$ cat src/rtl/uart_cfg_pkg.sv
// Shared state encodings, parity modes and frame-format decode for uart_cfg.
package uart_cfg_pkg;

    localparam int OVERSAMPLE = 16;

    // Tick counts within a bit, counted from zero.
    localparam logic [4:0] S_MID  = 5'(OVERSAMPLE / 2 - 1);
    localparam logic [4:0] S_BIT  = 5'(OVERSAMPLE - 1);
    localparam logic [4:0] S_BIT2 = 5'(2 * OVERSAMPLE - 1);

    localparam logic [1:0] PAR_NONE     = 2'b00;
    localparam logic [1:0] PAR_EVEN     = 2'b01;
    localparam logic [1:0] PAR_ODD      = 2'b10;
    localparam logic [1:0] PAR_NONE_ALT = 2'b11;

    typedef enum logic [2:0] {RX_IDLE, RX_START, RX_DATA, RX_PARITY, RX_STOP} rx_state_t;
    typedef enum logic [2:0] {TX_IDLE, TX_START, TX_DATA, TX_PARITY, TX_STOP} tx_state_t;

    // Index of the last data bit: 5..8 bits map to 4..7.
    function automatic logic [2:0] dbits_last(input logic [1:0] dbits);
        return 3'd4 + {1'b0, dbits};
    endfunction

    function automatic logic [7:0] dbits_mask(input logic [1:0] dbits);
        return 8'hff >> (2'd3 - dbits);
    endfunction

    function automatic logic par_on(input logic [1:0] mode);
        return !(mode == PAR_NONE || mode == PAR_NONE_ALT);
    endfunction

endpackage

$ cat src/rtl/uart_fifo.sv
// Show-ahead FIFO; head entry is visible on r_data while not empty.
module uart_fifo #(
    parameter int WIDTH = 8,
    parameter int DEPTH = 16
) (
    input  logic             clk,
    input  logic             rst,
    input  logic             wr,
    input  logic [WIDTH-1:0] w_data,
    input  logic             rd,
    output logic [WIDTH-1:0] r_data,
    output logic             empty,
    output logic             full
);
    localparam int AW = $clog2(DEPTH);
    localparam logic [AW:0] FULL_CNT = (AW+1)'(DEPTH);

    logic [WIDTH-1:0] mem [DEPTH];
    logic [AW-1:0]    wptr, rptr;
    logic [AW:0]      cnt;
    logic             do_wr, do_rd;

    assign empty = (cnt == '0);
    assign full  = (cnt == FULL_CNT);
    assign do_rd = rd && !empty;
    // A full FIFO still accepts a write when a read frees the slot in the same cycle.
    assign do_wr = wr && (!full || rd);
    assign r_data = empty ? '0 : mem[rptr];

    always_ff @(posedge clk) begin
        if (do_wr) mem[wptr] <= w_data;
    end

    always_ff @(posedge clk) begin
        if (rst) begin
            wptr <= '0;
            rptr <= '0;
            cnt  <= '0;
        end else begin
            if (do_wr) wptr <= wptr + 1'b1;
            if (do_rd) rptr <= rptr + 1'b1;
            case ({do_wr, do_rd})
                2'b10:   cnt <= cnt + 1'b1;
                2'b01:   cnt <= cnt - 1'b1;
                default: cnt <= cnt;
            endcase
        end
    end

endmodule

$ cat src/rtl/uart_cfg.sv
// UART with runtime frame format (5-8 data bits, parity, 1/2 stop), 16x oversampling and RX/TX FIFOs.
module uart_cfg
    import uart_cfg_pkg::*;
#(
    parameter int FIFO_DEPTH = 16,
    parameter int DIV_BITS   = 11
) (
    input  logic                clk,
    input  logic                rst,
    input  logic [DIV_BITS-1:0] divisor,
    input  logic [1:0]          cfg_dbits,
    input  logic [1:0]          cfg_parity,
    input  logic                cfg_stop2,
    input  logic                rx,
    output logic                tx,
    input  logic [7:0]          w_data,
    input  logic                wr_uart,
    output logic                tx_full,
    output logic [7:0]          r_data,
    output logic [1:0]          r_err,
    input  logic                rd_uart,
    output logic                rx_empty,
    output logic                rx_overrun,
    input  logic                clr_overrun
);
    // ---------------- baud tick ----------------
    logic [DIV_BITS-1:0] bcnt;
    logic                tick;

    // >= rather than == so a divisor lowered below the running count still recovers.
    assign tick = (bcnt >= divisor);

    always_ff @(posedge clk) begin
        if (rst)       bcnt <= '0;
        else if (tick) bcnt <= '0;
        else           bcnt <= bcnt + 1'b1;
    end

    // ---------------- receiver ----------------
    rx_state_t  rx_state, rx_next;
    logic [4:0] rx_s;
    logic [2:0] rx_n, rx_last;
    logic [7:0] rx_data;
    logic [1:0] rx_par;
    logic       rx_stop2, rx_perr, rx_push, rx_full, rx_drop;
    logic [9:0] rx_q;

    always_ff @(posedge clk) begin
        if (rst) rx_state <= RX_IDLE;
        else     rx_state <= rx_next;
    end

    always_comb begin
        rx_next = rx_state;
        rx_push = 1'b0;
        case (rx_state)
            RX_IDLE:   if (!rx) rx_next = RX_START;
            RX_START:  if (tick && rx_s == S_MID) rx_next = rx ? RX_IDLE : RX_DATA;
            RX_DATA:   if (tick && rx_s == S_BIT && rx_n == rx_last)
                           rx_next = par_on(rx_par) ? RX_PARITY : RX_STOP;
            RX_PARITY: if (tick && rx_s == S_BIT) rx_next = RX_STOP;
            RX_STOP: begin
                // Only the first stop bit is sampled; a second one is just waited out.
                if (tick && rx_s == S_BIT) rx_push = 1'b1;
                if (tick && rx_s == (rx_stop2 ? S_BIT2 : S_BIT)) rx_next = RX_IDLE;
            end
            default:   rx_next = RX_IDLE;
        endcase
    end

    always_ff @(posedge clk) begin
        if (rst) begin
            rx_s     <= '0;
            rx_n     <= '0;
            rx_last  <= '0;
            rx_data  <= '0;
            rx_par   <= PAR_NONE;
            rx_stop2 <= 1'b0;
            rx_perr  <= 1'b0;
        end else begin
            if (rx_next != rx_state || (rx_state == RX_DATA && tick && rx_s == S_BIT))
                rx_s <= '0;
            else if (tick && rx_state != RX_IDLE)
                rx_s <= rx_s + 1'b1;
            case (rx_state)
                RX_IDLE: if (!rx) begin
                    rx_last  <= dbits_last(cfg_dbits);
                    rx_par   <= cfg_parity;
                    rx_stop2 <= cfg_stop2;
                    rx_data  <= '0;
                    rx_n     <= '0;
                    rx_perr  <= 1'b0;
                end
                RX_DATA: if (tick && rx_s == S_BIT) begin
                    rx_data[rx_n] <= rx;
                    rx_n          <= rx_n + 1'b1;
                end
                RX_PARITY: if (tick && rx_s == S_BIT)
                    rx_perr <= rx ^ (^rx_data) ^ (rx_par == PAR_ODD);
                default: ;
            endcase
        end
    end

    // A simultaneous read makes room, so only an unread full FIFO drops the frame.
    assign rx_drop = rx_push && rx_full && !rd_uart;

    always_ff @(posedge clk) begin
        if (rst)              rx_overrun <= 1'b0;
        else if (rx_drop)     rx_overrun <= 1'b1;
        else if (clr_overrun) rx_overrun <= 1'b0;
    end

    uart_fifo #(.WIDTH(10), .DEPTH(FIFO_DEPTH)) u_rx_fifo (
        .clk    (clk),
        .rst    (rst),
        .wr     (rx_push),
        .w_data ({~rx, rx_perr, rx_data}),
        .rd     (rd_uart),
        .r_data (rx_q),
        .empty  (rx_empty),
        .full   (rx_full)
    );

    assign r_err  = rx_q[9:8];
    assign r_data = rx_q[7:0];

    // ---------------- transmitter ----------------
    tx_state_t  tx_state, tx_next;
    logic [4:0] tx_s;
    logic [2:0] tx_n, tx_last;
    logic [7:0] tx_sh, tx_q;
    logic [1:0] tx_par;
    logic       tx_stop2, tx_pbit, tx_pop, tx_empty;

    always_ff @(posedge clk) begin
        if (rst) tx_state <= TX_IDLE;
        else     tx_state <= tx_next;
    end

    always_comb begin
        tx_next = tx_state;
        tx_pop  = 1'b0;
        tx      = 1'b1;
        case (tx_state)
            TX_IDLE: if (!tx_empty) begin
                tx_next = TX_START;
                tx_pop  = 1'b1;
            end
            TX_START: begin
                tx = 1'b0;
                if (tick && tx_s == S_BIT) tx_next = TX_DATA;
            end
            TX_DATA: begin
                tx = tx_sh[0];
                if (tick && tx_s == S_BIT && tx_n == tx_last)
                    tx_next = par_on(tx_par) ? TX_PARITY : TX_STOP;
            end
            TX_PARITY: begin
                tx = tx_pbit;
                if (tick && tx_s == S_BIT) tx_next = TX_STOP;
            end
            TX_STOP: if (tick && tx_s == (tx_stop2 ? S_BIT2 : S_BIT)) begin
                // Back-to-back frames: go straight to the next start bit.
                if (!tx_empty) begin
                    tx_next = TX_START;
                    tx_pop  = 1'b1;
                end else begin
                    tx_next = TX_IDLE;
                end
            end
            default: tx_next = TX_IDLE;
        endcase
    end

    always_ff @(posedge clk) begin
        if (rst) begin
            tx_s     <= '0;
            tx_n     <= '0;
            tx_last  <= '0;
            tx_sh    <= '0;
            tx_par   <= PAR_NONE;
            tx_stop2 <= 1'b0;
            tx_pbit  <= 1'b0;
        end else begin
            if (tx_next != tx_state || tx_pop || (tx_state == TX_DATA && tick && tx_s == S_BIT))
                tx_s <= '0;
            else if (tick && tx_state != TX_IDLE)
                tx_s <= tx_s + 1'b1;
            if (tx_pop) begin
                tx_sh    <= tx_q & dbits_mask(cfg_dbits);
                tx_pbit  <= (^(tx_q & dbits_mask(cfg_dbits))) ^ (cfg_parity == PAR_ODD);
                tx_last  <= dbits_last(cfg_dbits);
                tx_par   <= cfg_parity;
                tx_stop2 <= cfg_stop2;
                tx_n     <= '0;
            end else if (tx_state == TX_DATA && tick && tx_s == S_BIT) begin
                tx_sh <= tx_sh >> 1;
                tx_n  <= tx_n + 1'b1;
            end
        end
    end

    uart_fifo #(.WIDTH(8), .DEPTH(FIFO_DEPTH)) u_tx_fifo (
        .clk    (clk),
        .rst    (rst),
        .wr     (wr_uart),
        .w_data (w_data),
        .rd     (tx_pop),
        .r_data (tx_q),
        .empty  (tx_empty),
        .full   (tx_full)
    );

endmodule
$ cat config.mk
export PLATFORM = sky130hd
export DESIGN_NAME = uart_cfg
export DESIGN_NICKNAME = d
export VERILOG_FILES = /design/src/rtl/uart_cfg_pkg.sv /design/src/rtl/uart_fifo.sv /design/src/rtl/uart_cfg.sv
export SDC_FILE = /design/constraint.sdc
export NUM_CORES = 1
export LEC_CHECK = 0
export CORE_AREA = 2 2 163 197
export CTS_BUF_LIST = sky130_fd_sc_hd__clkbuf_8
export DETAILED_ROUTE_END_ITERATION = 8
export DIE_AREA = 0 0 165 199
export HOLD_SLACK_MARGIN = 0.15
export MAX_ROUTING_LAYER = met4
export PLACE_DENSITY_LB_ADDON = 0.15
export SLEW_MARGIN = 20
export SYNTH_ARGS = -nofsm -noshare
export SYNTH_HDL_FRONTEND = slang
export SYNTH_HIERARCHICAL = 1
export SYNTH_SLANG_ARGS = --single-unit
$ cat constraint.sdc
create_clock -name clk -period 10.77 [get_ports clk]
set_input_delay 3.231 -clock clk [delete_from_list [all_inputs] [get_ports clk]]
set_output_delay 3.231 -clock clk [all_outputs]
set_load 0.005 [all_outputs]
==> results of run 1 <==
## logic make-up (layout without fill, tap and decap cells)
family                   count (synthesis)  count (layout)  synth area share, %
AND/OR/NAND/NOR                        302             302                 9.45
multiplexers                           112             112                 12.5
adder cells (fa/ha/maj)                 37              37                 2.75
AO/OA/AOI/OAI                          136             136                 6.03
buffers and inverters                   95             192                 2.99
flip-flops                             386             386                 63.1
XOR/XNOR                                61              61                 3.18
## final cells by class
type	instances	area [µm²]	share of cell area [%]
Clock buffer	60	826	4.45
Clock inverter	45	239	1.29
Inverter	30	113	0.607
Multi-Input combinational cell	648	5720	30.8
Sequential cell	386	10600	57.2
Tap cell	401	502	2.71
Timing Repair Buffer	57	531	2.86
## worst max-delay path, stage by stage
cell             delay [ns]
clkdlybuf4s50_1        0.45
inv_1                  0.06
ha_1                   0.31
a21oi_1                0.16
o21ai_1                0.10
a21oi_4                0.30
nand2_4                0.20
a31oi_4                0.51
inv_2                  0.31
nor2b_1                0.29
a21boi_2               0.15
inv_1                  0.14
ha_1                   0.34
xor2_1                 0.18
ha_1                   0.18
o21ai_0                0.07
or3_1                  0.36
a2111o_1               0.39
nand4_1                0.08
## stage by stage
| step | util [%] | hold WS, ns |
|---|---|---|
| 6_report | 59.8 | 0.460 |
| 5_1_grt | 59.8 | 0.479 |
| 4_1_cts | 59.8 | 0.462 |
| 3_5_place_dp | 56.3 | 0.453 |
| 3_3_place_gp | 56.3 | 0.447 |
| 2_1_floorplan | - | 0.436 |
## placed cells by master, fill, tap and decap left out, drive strengths merged, types with 14 or more instances in the layout
master         count
o21ai             18
xnor2             33
nor3              24
nor2              80
clkdlybuf4s50     42
mux4              72
inv               55
xor2              28
nor2b             25
ha                37
clkinv            17
clkbuf            60
nand2             66
nand4             14
a211oi            43
edfxtp           288
buf               15
nand3             22
a21oi             38
mux2i             38
dfxtp             98
## state kept, by name (all words and copies together), names as in the netlist, 8 cells and up, named ones only
| register | flops |
|---|---|
| rx_data | 8 |
| u_tx_fifo/mem | 128 |
| bcnt | 11 |
| u_rx_fifo/mem | 160 |
| tx_sh | 8 |
## worst paths after layout
path	startpoint	end	slack, ns
hold reg to reg	rx_par[0]$_SDFFE_PP0P_	rx_par[0]$_SDFFE_PP0P_	0.46
hold / removal	rx_par[0]$_SDFFE_PP0P_	rx_par[0]$_SDFFE_PP0P_	0.46
setup / recovery	divisor[8]	u_tx_fifo/cnt[4]$_SDFFE_PP0P_	3.47
setup reg to reg	u_tx_fifo/cnt[1]$_SDFFE_PP0P_	u_tx_fifo/cnt[4]$_SDFFE_PP0P_	6.13
## per-layer routing
metal / up-vias / global-route usage, %
li1: 4438 / -
met1: 4605 / 25.2
met2: 188 / 36.6
met3: 59 / 3.34
met4: 0 / 6.44
met5: - / -
## power groups by stage
stage	sequential (mW)	clock [mW]	combinational, mW
after floorplan	1.69	0	0.475
final	1.69	1.09	0.584
after detailed placement	1.72	0	0.591
after global placement	1.71	0	0.581
after CTS	1.69	1.12	0.593
after global routing	1.69	1.19	0.653
==> Flow_metrics.wiki, run 1 <==
{| class="wikitable"
! Metric !! Value
|-
| Result of the run || finished clean
|-
| Length of routed met2 wiring || 17400 µm
|-
| Largest cells by area after synthesis || edfxtp_1, dfxtp_1, mux4_2
|-
| Total track usage || 21.0%
|-
| Setup slack after layout || approximately 3.5 ns
|-
| Max-cap violations || 0
|-
| Post-route ant nets || 0
|-
| Post-CTS Setup Repair Bufs || 0
|-
| Design internal power || 2.44 mW
|-
| Number of storage elements in the synthesis netlist || between 300 and 400
|-
| Power per cell area || approximately 180 nW/µm²
|-
| Worst rel slew slack || a little over a quarter
|-
| Post-route DRC || 0
|-
| Worst setup path category || in2reg
|-
| Number of non-filler instances in the completed layout || 1627
|-
| Post-Place Cells || 1522
|-
| Top cell types by occurrence after synthesis || edfxtp_1, dfxtp_1, nor2_1, nand2_1, mux4_2
|-
| Setup-violating endpoint count in the final report || 0
|-
| TritonCTS clock tree || built
|-
| Required time worst endpoint || 11.30 ns
|-
| Maximum number of buffers from clock root to sink || 3
|-
| Worst hold path depth || 2
|-
| Number of DRC markers in iteration 0 || 489
|-
| Number of levels the H-tree was split into || 2
|-
| Layout overhead on the synthesized area || 10.2%
|-
| Synth Cell Area || 16800 µm²
|-
| Wire length on met1 || 13100 µm
|-
| Floorplan die width || 165 µm
|-
| Largest net degree at the start of global routing || between 70 and 80
|-
| Part of the power in combinational logic || 17.4%
|-
| Uppermost routed layer || met4
|-
| Std-Cell Rows || 71
|-
| TritonCTS Buffers || between 50 and 60
|-
| Overflow left after global routing || 0
|-
| Type of origin of the critical path || primary input
|-
| Max frequency || about 140 MHz
|-
| Worst clock skew on the final layout || 0.0234 ns
|-
| Share of layout cells above drive strength 1 || between 10% and 20%
|-
| Most frequent cell after synthesis || edfxtp_1
|-
| Net count of the mapped netlist || between 1000 and 1500
|-
| Least-Margin Pin Slew || 1.10 ns
|-
| Routed length on met3 || 1310 µm
|-
| Post-cts repair resize count || 0
|-
| Primary flip-flop cell chosen by synthesis mapping || edfxtp_1
|-
| Final hold viol count || 0
|-
| Proportion of synthesized chip area in sequential cells || 63.1%
|-
| Max IR drop VDD || 0.133 mV
|-
| Tightest Hold Check Type || reg2reg
|-
| Post-place instance area || around 17000 µm²
|-
| Yosys Warn Count || 6
|-
| Number of fill cells in the layout || 2403
|-
| Setup total negative slack || 0 ns
|-
| Worst Reg2Reg Path Length in Cells || 15
|-
| Final Slew Violations || 0
|-
| Data arrival time of the critical path || 7.83 ns
|-
| Detail-routed net length per standard cell || approximately 20 µm
|-
| CTS Root Cell || clkbuf_8
|-
| DP HPWL || 20500 µm
|-
| Post-DR vias/cell || approximately 5.7
|-
| Avg Synthesized Cell Area || 14.9 µm²
|-
| Number of clock sinks || around 390
|-
| Finished Cell Area || 18500 µm²
|-
| I/O Pins || between 40 and 50
|-
| Hold buffer count at cts || 0
|-
| Total inserted antenna cells || 0
|-
| Clk pwr share || 32.5%
|-
| Vias after detailed routing || 9290
|-
| Wire length of the first global-routing pass || 51000 µm
|-
| Routed wire length || 32600 µm
|-
| Die Ht || 199 µm
|-
| Clock-pin transition on the worst setup and hold timing paths || 0.06 ns
|-
| Total number of nets in the final design || 1247
|-
| Last weighted congestion value of the routability-driven placer || between 0.8 and 0.9
|-
| Sequential power share || between 50% and 60%
|-
| Placement-stage worst setup slack || 2.85 ns
|-
| Antenna violations before repair || 0
|-
| Share of the clock period used by the worst path after layout || between 60% and 70%
|-
| Setup repair after global routing missed its margin || no
|-
| Biggest fanout along the worst timing path || 19
|-
| Post-synth EDFFs || ~290
|-
| Number of standard cells after synthesis || 1129
|-
| Largest area contributor in the synthesized netlist || edfxtp_1
|-
| Core region area || 31000 µm²
|-
| Initial DRT Pass Iterations || 5
|-
| Clock latency reported for the late side of the worst-skew pair || around 0.60 ns
|-
| Total power of the final layout || 3.36 mW
|-
| Period minus WS final || ~7.3 ns
|-
| Via count of the first global-routing pass || ~9300
|-
| Switching Power || 0.919 mW
|-
| Port bufs || 43
|-
| Static power due to leakage || approximately 6.6 nW
|-
| Proportion of total power due to net switching || ~27%
|-
| Number of distinct library cells after synthesis || 79
|-
| Worst Setup End Kind || flip-flop
|-
| Area share of the largest cell type after synthesis || 51.4%
|-
| Share of synthesized registers carrying an async set or reset || 0%
|-
| Overall die area || 32800 µm²
|-
| Initial cell density of the core || 54.3%
|}
Note: power is estimated with default switching activity, not from simulation.
==> inputs of run 2 (changes only) <==
==> constraint.sdc (replaced) <==
create_clock -name clk -period 6.8 [get_ports clk]
set_input_delay 2.04 -clock clk [delete_from_list [all_inputs] [get_ports clk]]
set_output_delay 2.04 -clock clk [all_outputs]
set_load 0.005 [all_outputs]
==> run 2 against run 1 <==
Against the previous run:
- register-to-register slack got worse by 3.3 ns
- die area unchanged
- clock skew is 0.0031 ns lower
- setup slack worse by 2.2 ns
- largest power group unchanged
- power increased by 61%
- largest cell class unchanged
- combinational power grew 62%
- count of clock-buffer cells in the layout up 1
==> Flow_metrics.wiki, run 2 (synthesis results as in run 1) <==
{| class="wikitable"
! Metric !! Value
|-
| Result of the run || finished clean (unchanged)
|-
| Required time worst endpoint || 7.30 ns (was 11.30 ns)
|-
| Worst setup path category || in2reg (unchanged)
|-
| Design internal power || 3.94 mW (was 2.44 mW)
|-
| Hold buffer count at cts || 0 (unchanged)
|-
| Power per cell area || 291 nW/µm² (was 181 nW/µm²)
|-
| Largest net degree at the start of global routing || 52 (was 73)
|-
| Post-route DRC || 0 (unchanged)
|-
| Layout overhead on the synthesized area || 10.6% (was 10.2%)
|-
| Share of the clock period used by the worst path after layout || 80.8%
|-
| Initial cell density of the core || 54.3% (unchanged)
|-
| Total track usage || 21.0% (about the same)
|-
| Post-CTS Setup Repair Bufs || 0 (unchanged)
|-
| Via count of the first global-routing pass || 9363 (was 9310)
|-
| Post-cts repair resize count || 0 (unchanged)
|-
| Number of clock sinks || 386 (unchanged)
|-
| Overflow left after global routing || 0 (unchanged)
|-
| Register containing the most flip-flops in the final layout || u_rx_fifo/mem (unchanged)
|-
| Wire length of the first global-routing pass || 51000 µm (about the same)
|-
| TritonCTS Buffers || 57 (unchanged)
|-
| Setup repair after global routing missed its margin || no (unchanged)
|-
| Number of DRC markers in iteration 0 || 616 (was 489)
|-
| Die Ht || 199 µm (unchanged)
|-
| TritonCTS clock tree || built (unchanged)
|-
| Final hold viol count || 0 (unchanged)
|-
| Data arrival time of the critical path || 5.99 ns (was 7.83 ns)
|-
| Worst Setup End Kind || flip-flop (unchanged)
|-
| Part of the power in combinational logic || 17.5% (was 17.4%)
|-
| Routed wire length || 32300 µm (was 32600 µm)
|-
| Setup slack after layout || 1.31 ns (was 3.47 ns)
|-
| Max reg flops || 160 (unchanged)
|-
| DP HPWL || 20900 µm (was 20500 µm)
|-
| Worst rel slew slack || 29.7% (was 26.4%)
|-
| Port bufs || 43 (unchanged)
|-
| Number of levels the H-tree was split into || 2 (unchanged)
|-
| Tightest Hold Check Type || reg2reg (unchanged)
|-
| Proportion of total power due to net switching || 27.1% (was 27.3%)
|-
| Maximum number of buffers from clock root to sink || 3 (unchanged)
|-
| Uppermost routed layer || met4 (unchanged)
|-
| Type of origin of the critical path || primary input (unchanged)
|-
| Post-DR vias/cell || 5.70 (was 5.71)
|-
| Max IR drop VDD || 0.314 mV (was 0.133 mV)
|-
| Static power due to leakage || 6.54 nW (was 6.61 nW)
|-
| Worst clock skew on the final layout || 0.0202 ns (was 0.0234 ns)
|-
| Initial DRT Pass Iterations || 6 (was 5)
|-
| Clk pwr share || 33.1% (was 32.5%)
|-
| Least-Margin Pin Slew || 1.05 ns (was 1.10 ns)
|-
| Vias after detailed routing || 9298 (was 9290)
|-
| Std-Cell Rows || 71 (unchanged)
|-
| Max-cap violations || 0 (unchanged)
|-
| Biggest fanout along the worst timing path || 14 (was 19)
|-
| Clock latency reported for the late side of the worst-skew pair || 0.61 ns (was 0.60 ns)
|-
| Final Slew Violations || 0 (unchanged)
|-
| Total inserted antenna cells || 0 (unchanged)
|-
| Floorplan die width || 165 µm (unchanged)
|-
| Length of routed met2 wiring || 17300 µm (was 17400 µm)
|-
| Largest registers || u_rx_fifo/mem x160, u_tx_fifo/mem x128, bcnt x11 (unchanged)
|-
| Commonest cells after routing, fill and taps aside || edfxtp_1, dfxtp_1, nor2_1 (unchanged)
|-
| Last weighted congestion value of the routability-driven placer || 0.788 (was 0.812)
|-
| Number of fill cells in the layout || 2420 (was 2403)
|-
| Sequential power share || 49.4% (was 50.1%)
|-
| Antenna violations before repair || 0 (unchanged)
|-
| Period minus WS final || 5.49 ns
|-
| I/O Pins || 44 (unchanged)
|-
| Post-route ant nets || 0 (unchanged)
|-
| Clock-pin transition on the worst setup and hold timing paths || 0.06 ns (about the same)
|-
| Routed length on met3 || 1260 µm (was 1310 µm)
|-
| Placement-stage worst setup slack || 0.697 ns (was 2.85 ns)
|-
| Share of layout cells above drive strength 1 || 13.9% (about the same)
|-
| Max frequency || 182 MHz
|-
| Wire length on met1 || 13100 µm (about the same)
|-
| Most common cell after layout, fill and taps aside || edfxtp_1 (unchanged)
|-
| Core region area || 31000 µm² (unchanged)
|-
| Total number of nets in the final design || 1251 (was 1247)
|-
| CTS Root Cell || clkbuf_8 (unchanged)
|-
| Switching Power || 1.47 mW (was 0.919 mW)
|-
| Detail-routed net length per standard cell || 19.8 µm (was 20.1 µm)
|-
| Setup total negative slack || 0 ns (unchanged)
|-
| Worst hold-check slack || 0.456 ns (was 0.460 ns)
|-
| Setup-violating endpoint count in the final report || 0 (unchanged)
|-
| Total power of the final layout || 5.41 mW (was 3.36 mW)
|-
| Overall die area || 32800 µm² (unchanged)
|}
run 2: cell types whose count changed in the layout (fill, tap and decap cells not counted), sizes merged:
cell      delta
clkinv       +4
inv          -6
buf          +4
bufinv       +1
clkbuf       +1
clkinvlp     +1
run 2: cell type report:
type / instances / area [µm²] / share of cell area (%)
clock inverters: 45 / 274 / 1.47
well taps: 401 / 502 / 2.70
inverters: 30 / 113 / 0.605
multi-input cells: 648 / 5710 / 30.7
repair buffers: 61 / 561 / 3.01
clock buffers: 61 / 840 / 4.51
flip-flops and latches: 386 / 10600 / 57.0
run 2: power groups by stage:
stage	registers (mW)	logic (mW)	clock network [mW]
after floorplan	2.68	0.752	0
after global placement	2.72	0.945	0
after detailed placement	2.72	0.959	0
after CTS	2.67	0.962	1.84
after global routing	2.68	1.04	1.94
final	2.67	0.947	1.79
run 2: final timing paths:
| check | startpoint | endpoint | slack, ns | depth (start not counted) |
|---|---|---|---|---|
| min reg2reg | rx_par[0]$_SDFFE_PP0P_ | rx_par[0]$_SDFFE_PP0P_ | 0.46 | 2 |
| min | rx_par[0]$_SDFFE_PP0P_ | rx_par[0]$_SDFFE_PP0P_ | 0.46 | 2 |
| max | divisor[8] | u_rx_fifo/cnt[4]$_SDFFE_PP0P_ | 1.31 | 16 |
| max reg2reg | bcnt[0]$_SDFF_PP0_ | u_rx_fifo/cnt[4]$_SDFFE_PP0P_ | 2.79 | 15 |
run 2: worst max-delay path, stage by stage:
cell	delay, ns
clkdlybuf4s50_1	0.46
inv_1	0.05
ha_1	0.31
a21oi_1	0.17
o21ai_1	0.10
a21oi_4	0.30
nand2_4	0.21
and4_1	0.29
a21bo_2	0.38
ha_1	0.41
xor2_1	0.12
ha_1	0.20
a21oi_1	0.20
a221oi_1	0.16
a221o_1	0.34
a211o_1	0.26
run 2: metal layers:
metal / vias to the layer above / global-route usage (%)
met5: - / -
met4: 0 / 6.15
met3: 50 / 3.61
met2: 179 / 37.3
met1: 4627 / 24.5
li1: 4442 / -
run 2: metrics by stage:
step / area [µm²] / std cells / util, %
global route: 18600 / 1632 / 60.0
floorplan: 16800 / 1129 / -
CTS: 18600 / 1632 / 60.0
finish: 18600 / 1632 / 60.0
global placement: 17500 / 1526 / 56.4
detailed placement: 17500 / 1526 / 56.4
==> inputs of run 3 (changes only) <==
==> constraint.sdc (replaced) <==
create_clock -name clk -period 4.65 [get_ports clk]
set_input_delay 1.395 -clock clk [delete_from_list [all_inputs] [get_ports clk]]
set_output_delay 1.395 -clock clk [all_outputs]
set_load 0.005 [all_outputs]
==> run 3 against run 2 <==
Against the previous run:
- setup slack worse by 1.1 ns
- register-to-register slack got worse by 1.9 ns
- first-iteration DRC count grew 1.6%
- via count grew 2.1%
- sequential share of layout area down 1.9 points
- hold slack improved by 0.010 ns
- non-clock buffer count rose by 51
- die area did not move
==> Flow_metrics.wiki, run 3 (synthesis results as in run 1) <==
{| class="wikitable"
! Metric !! Value
|-
| Die Ht || 199 µm (unchanged)
|-
| Most common cell after layout, fill and taps aside || edfxtp_1 (unchanged)
|-
| I/O Pins || 44 (unchanged)
|-
| Post-CTS Setup Repair Bufs || 0 (unchanged)
|-
| Total inserted antenna cells || 0 (unchanged)
|-
| Worst Setup End Kind || output pin (was flip-flop)
|-
| Std-Cell Rows || 71 (unchanged)
|-
| Power per cell area || 429 nW/µm² (was 291 nW/µm²)
|-
| Port bufs || 43 (unchanged)
|-
| Share of the clock period used by the worst path after layout || 95.3%
|-
| Worst setup slack for register-to-register paths || 0.87 ns (was 2.79 ns)
|-
| Register containing the most flip-flops in the final layout || u_rx_fifo/mem (unchanged)
|-
| Routed wire length || 32900 µm (was 32300 µm)
|-
| Max IR drop VDD || 0.388 mV (was 0.314 mV)
|-
| Required time worst endpoint || 3.25 ns (was 7.30 ns)
|-
| Floorplan die width || 165 µm (unchanged)
|-
| Worst hold-check slack || 0.467 ns (was 0.456 ns)
|-
| Detail-routed net length per standard cell || 19.6 µm (was 19.8 µm)
|-
| Setup slack after layout || 0.221 ns (was 1.31 ns)
|-
| Total track usage || 21.3% (was 21.0%)
|-
| Max-cap violations || 0 (unchanged)
|-
| Worst rel slew slack || 41.9% (was 29.7%)
|-
| Largest registers || u_rx_fifo/mem x160, u_tx_fifo/mem x128, bcnt x11 (unchanged)
|-
| Vias after detailed routing || 9492 (was 9298)
|-
| Setup total negative slack || 0 ns (unchanged)
|-
| Commonest cells after routing, fill and taps aside || edfxtp_1, dfxtp_1, nor2_1 (unchanged)
|-
| Via count of the first global-routing pass || 9584 (was 9363)
|-
| Setup-violating endpoint count in the final report || 0 (unchanged)
|-
| Number of levels the H-tree was split into || 2 (unchanged)
|-
| Result of the run || finished clean (unchanged)
|-
| Post-place instance area || 18000 µm² (was 17500 µm²)
|-
| Total number of nets in the final design || 1303 (was 1251)
|-
| Worst clock skew on the final layout || 0.0251 ns (was 0.0202 ns)
|-
| Tightest Hold Check Type || reg2reg (unchanged)
|-
| DP HPWL || 21200 µm (was 20900 µm)
|-
| Setup repair after global routing missed its margin || no (unchanged)
|-
| Area taken by flip-flops and latches || 10600 µm² (unchanged)
|-
| Final Slew Violations || 0 (unchanged)
|-
| Post-cts repair resize count || 0 (unchanged)
|-
| Fin util || 62.1% (was 60.0%)
|-
| Number of fill cells in the layout || 2372 (was 2420)
|-
| Data arrival time of the critical path || 3.03 ns (was 5.99 ns)
|-
| Hold buffer count at cts || 0 (unchanged)
|-
| CTS Root Cell || clkbuf_8 (unchanged)
|-
| Number of clock sinks || 386 (unchanged)
|-
| Max reg flops || 160 (unchanged)
|-
| Type of origin of the critical path || flip-flop (was primary input)
|-
| Static power due to leakage || 6.85 nW (was 6.54 nW)
|-
| Number of DRC markers in iteration 0 || 626 (was 616)
|-
| Period minus WS final || 4.43 ns
|-
| Biggest fanout along the worst timing path || 16 (was 14)
|-
| Last weighted congestion value of the routability-driven placer || 0.798 (was 0.788)
|-
| Least-Margin Pin Slew || 0.863 ns (was 1.05 ns)
|-
| Max frequency || 226 MHz
|-
| Clock latency reported for the late side of the worst-skew pair || 0.61 ns (about the same)
|-
| Wire length of the first global-routing pass || 51900 µm (was 51000 µm)
|-
| Overflow left after global routing || 0 (unchanged)
|-
| Post-DR vias/cell || 5.65 (was 5.70)
|-
| TritonCTS Buffers || 58 (was 57)
|-
| Post-route ant nets || 0 (unchanged)
|-
| Antenna violations before repair || 0 (unchanged)
|-
| Final hold viol count || 0 (unchanged)
|-
| Largest net degree at the start of global routing || 54 (was 52)
|-
| TritonCTS clock tree || built (unchanged)
|-
| Initial DRT Pass Iterations || 6 (unchanged)
|-
| Initial cell density of the core || 54.3% (unchanged)
|-
| Worst setup path category || reg2out (was in2reg)
|-
| Overall die area || 32800 µm² (unchanged)
|-
| Placement-stage worst setup slack || -0.235 ns (was 0.697 ns)
|-
| Area of the multi-input gates || 5800 µm² (was 5710 µm²)
|-
| Post-route DRC || 0 (unchanged)
|-
| Layout overhead on the synthesized area || 14.4% (was 10.6%)
|-
| Clock-pin transition on the worst setup and hold timing paths || 0.06 ns (about the same)
|-
| Core region area || 31000 µm² (unchanged)
|-
| Finished Cell Area || 19200 µm² (was 18600 µm²)
|-
| Share of layout cells above drive strength 1 || 18.8% (was 13.9%)
|-
| Maximum number of buffers from clock root to sink || 3 (unchanged)
|}
==> run 3: worst max-delay path: stages (launching register included) <==
cell and delay [ns]:
dfxtp_1 0.81, buf_4 0.43, mux4_1 0.37, a211oi_1 0.27, a211oi_1 0.08, clkdlybuf4s50_1 0.45
==> run 3: per-stage QoR <==
step	power [mW]	std cells
after floorplan	5.09	1129
after global placement	5.47	1577
after detailed placement	5.49	1577
after CTS	8.34	1679
after global routing	8.63	1679
final	8.25	1679
==> run 3: final timing paths <==
check,from,depth (start not counted),endpoint
setup reg to reg,u_tx_fifo/cnt[0]$_SDFFE_PP0P_,15,u_tx_fifo/cnt[4]$_SDFFE_PP0P_
hold reg to reg,rx_last[0]$_SDFFE_PP0P_,2,rx_last[0]$_SDFFE_PP0P_
setup / recovery,flip-flop,5,r_data[2]
hold / removal,rx_last[0]$_SDFFE_PP0P_,2,rx_last[0]$_SDFFE_PP0P_
==> run 3: area by class of cell <==
cell class / instances / share of cell area (%)
clock buffer: 63 / 4.51
clock inverter: 39 / 1.72
inverter: 30 / 0.624
multi-input combinational: 648 / 30.1
sequential: 386 / 55.2
tap: 401 / 2.61
timing repair buffer: 112 / 5.23
==> run 3: per-layer routing <==
metal  vias to the layer above  wire length (µm)  track usage, %
met5                         -                 0               -
met4                         0               726            6.15
met3                        51              1210            3.23
met2                       190             17500            37.7
met1                      4706             13500            25.3
li1                       4545                 -               -
==> run 3: power by group <==
part / internal (mW) / leakage [nW] / switching (mW)
logic: 0.647 / 2.49 / 0.853
clock network: 1.58 / 0.670 / 1.26
registers: 3.80 / 3.70 / 0.108
total: 6.03 / 6.85 / 2.22
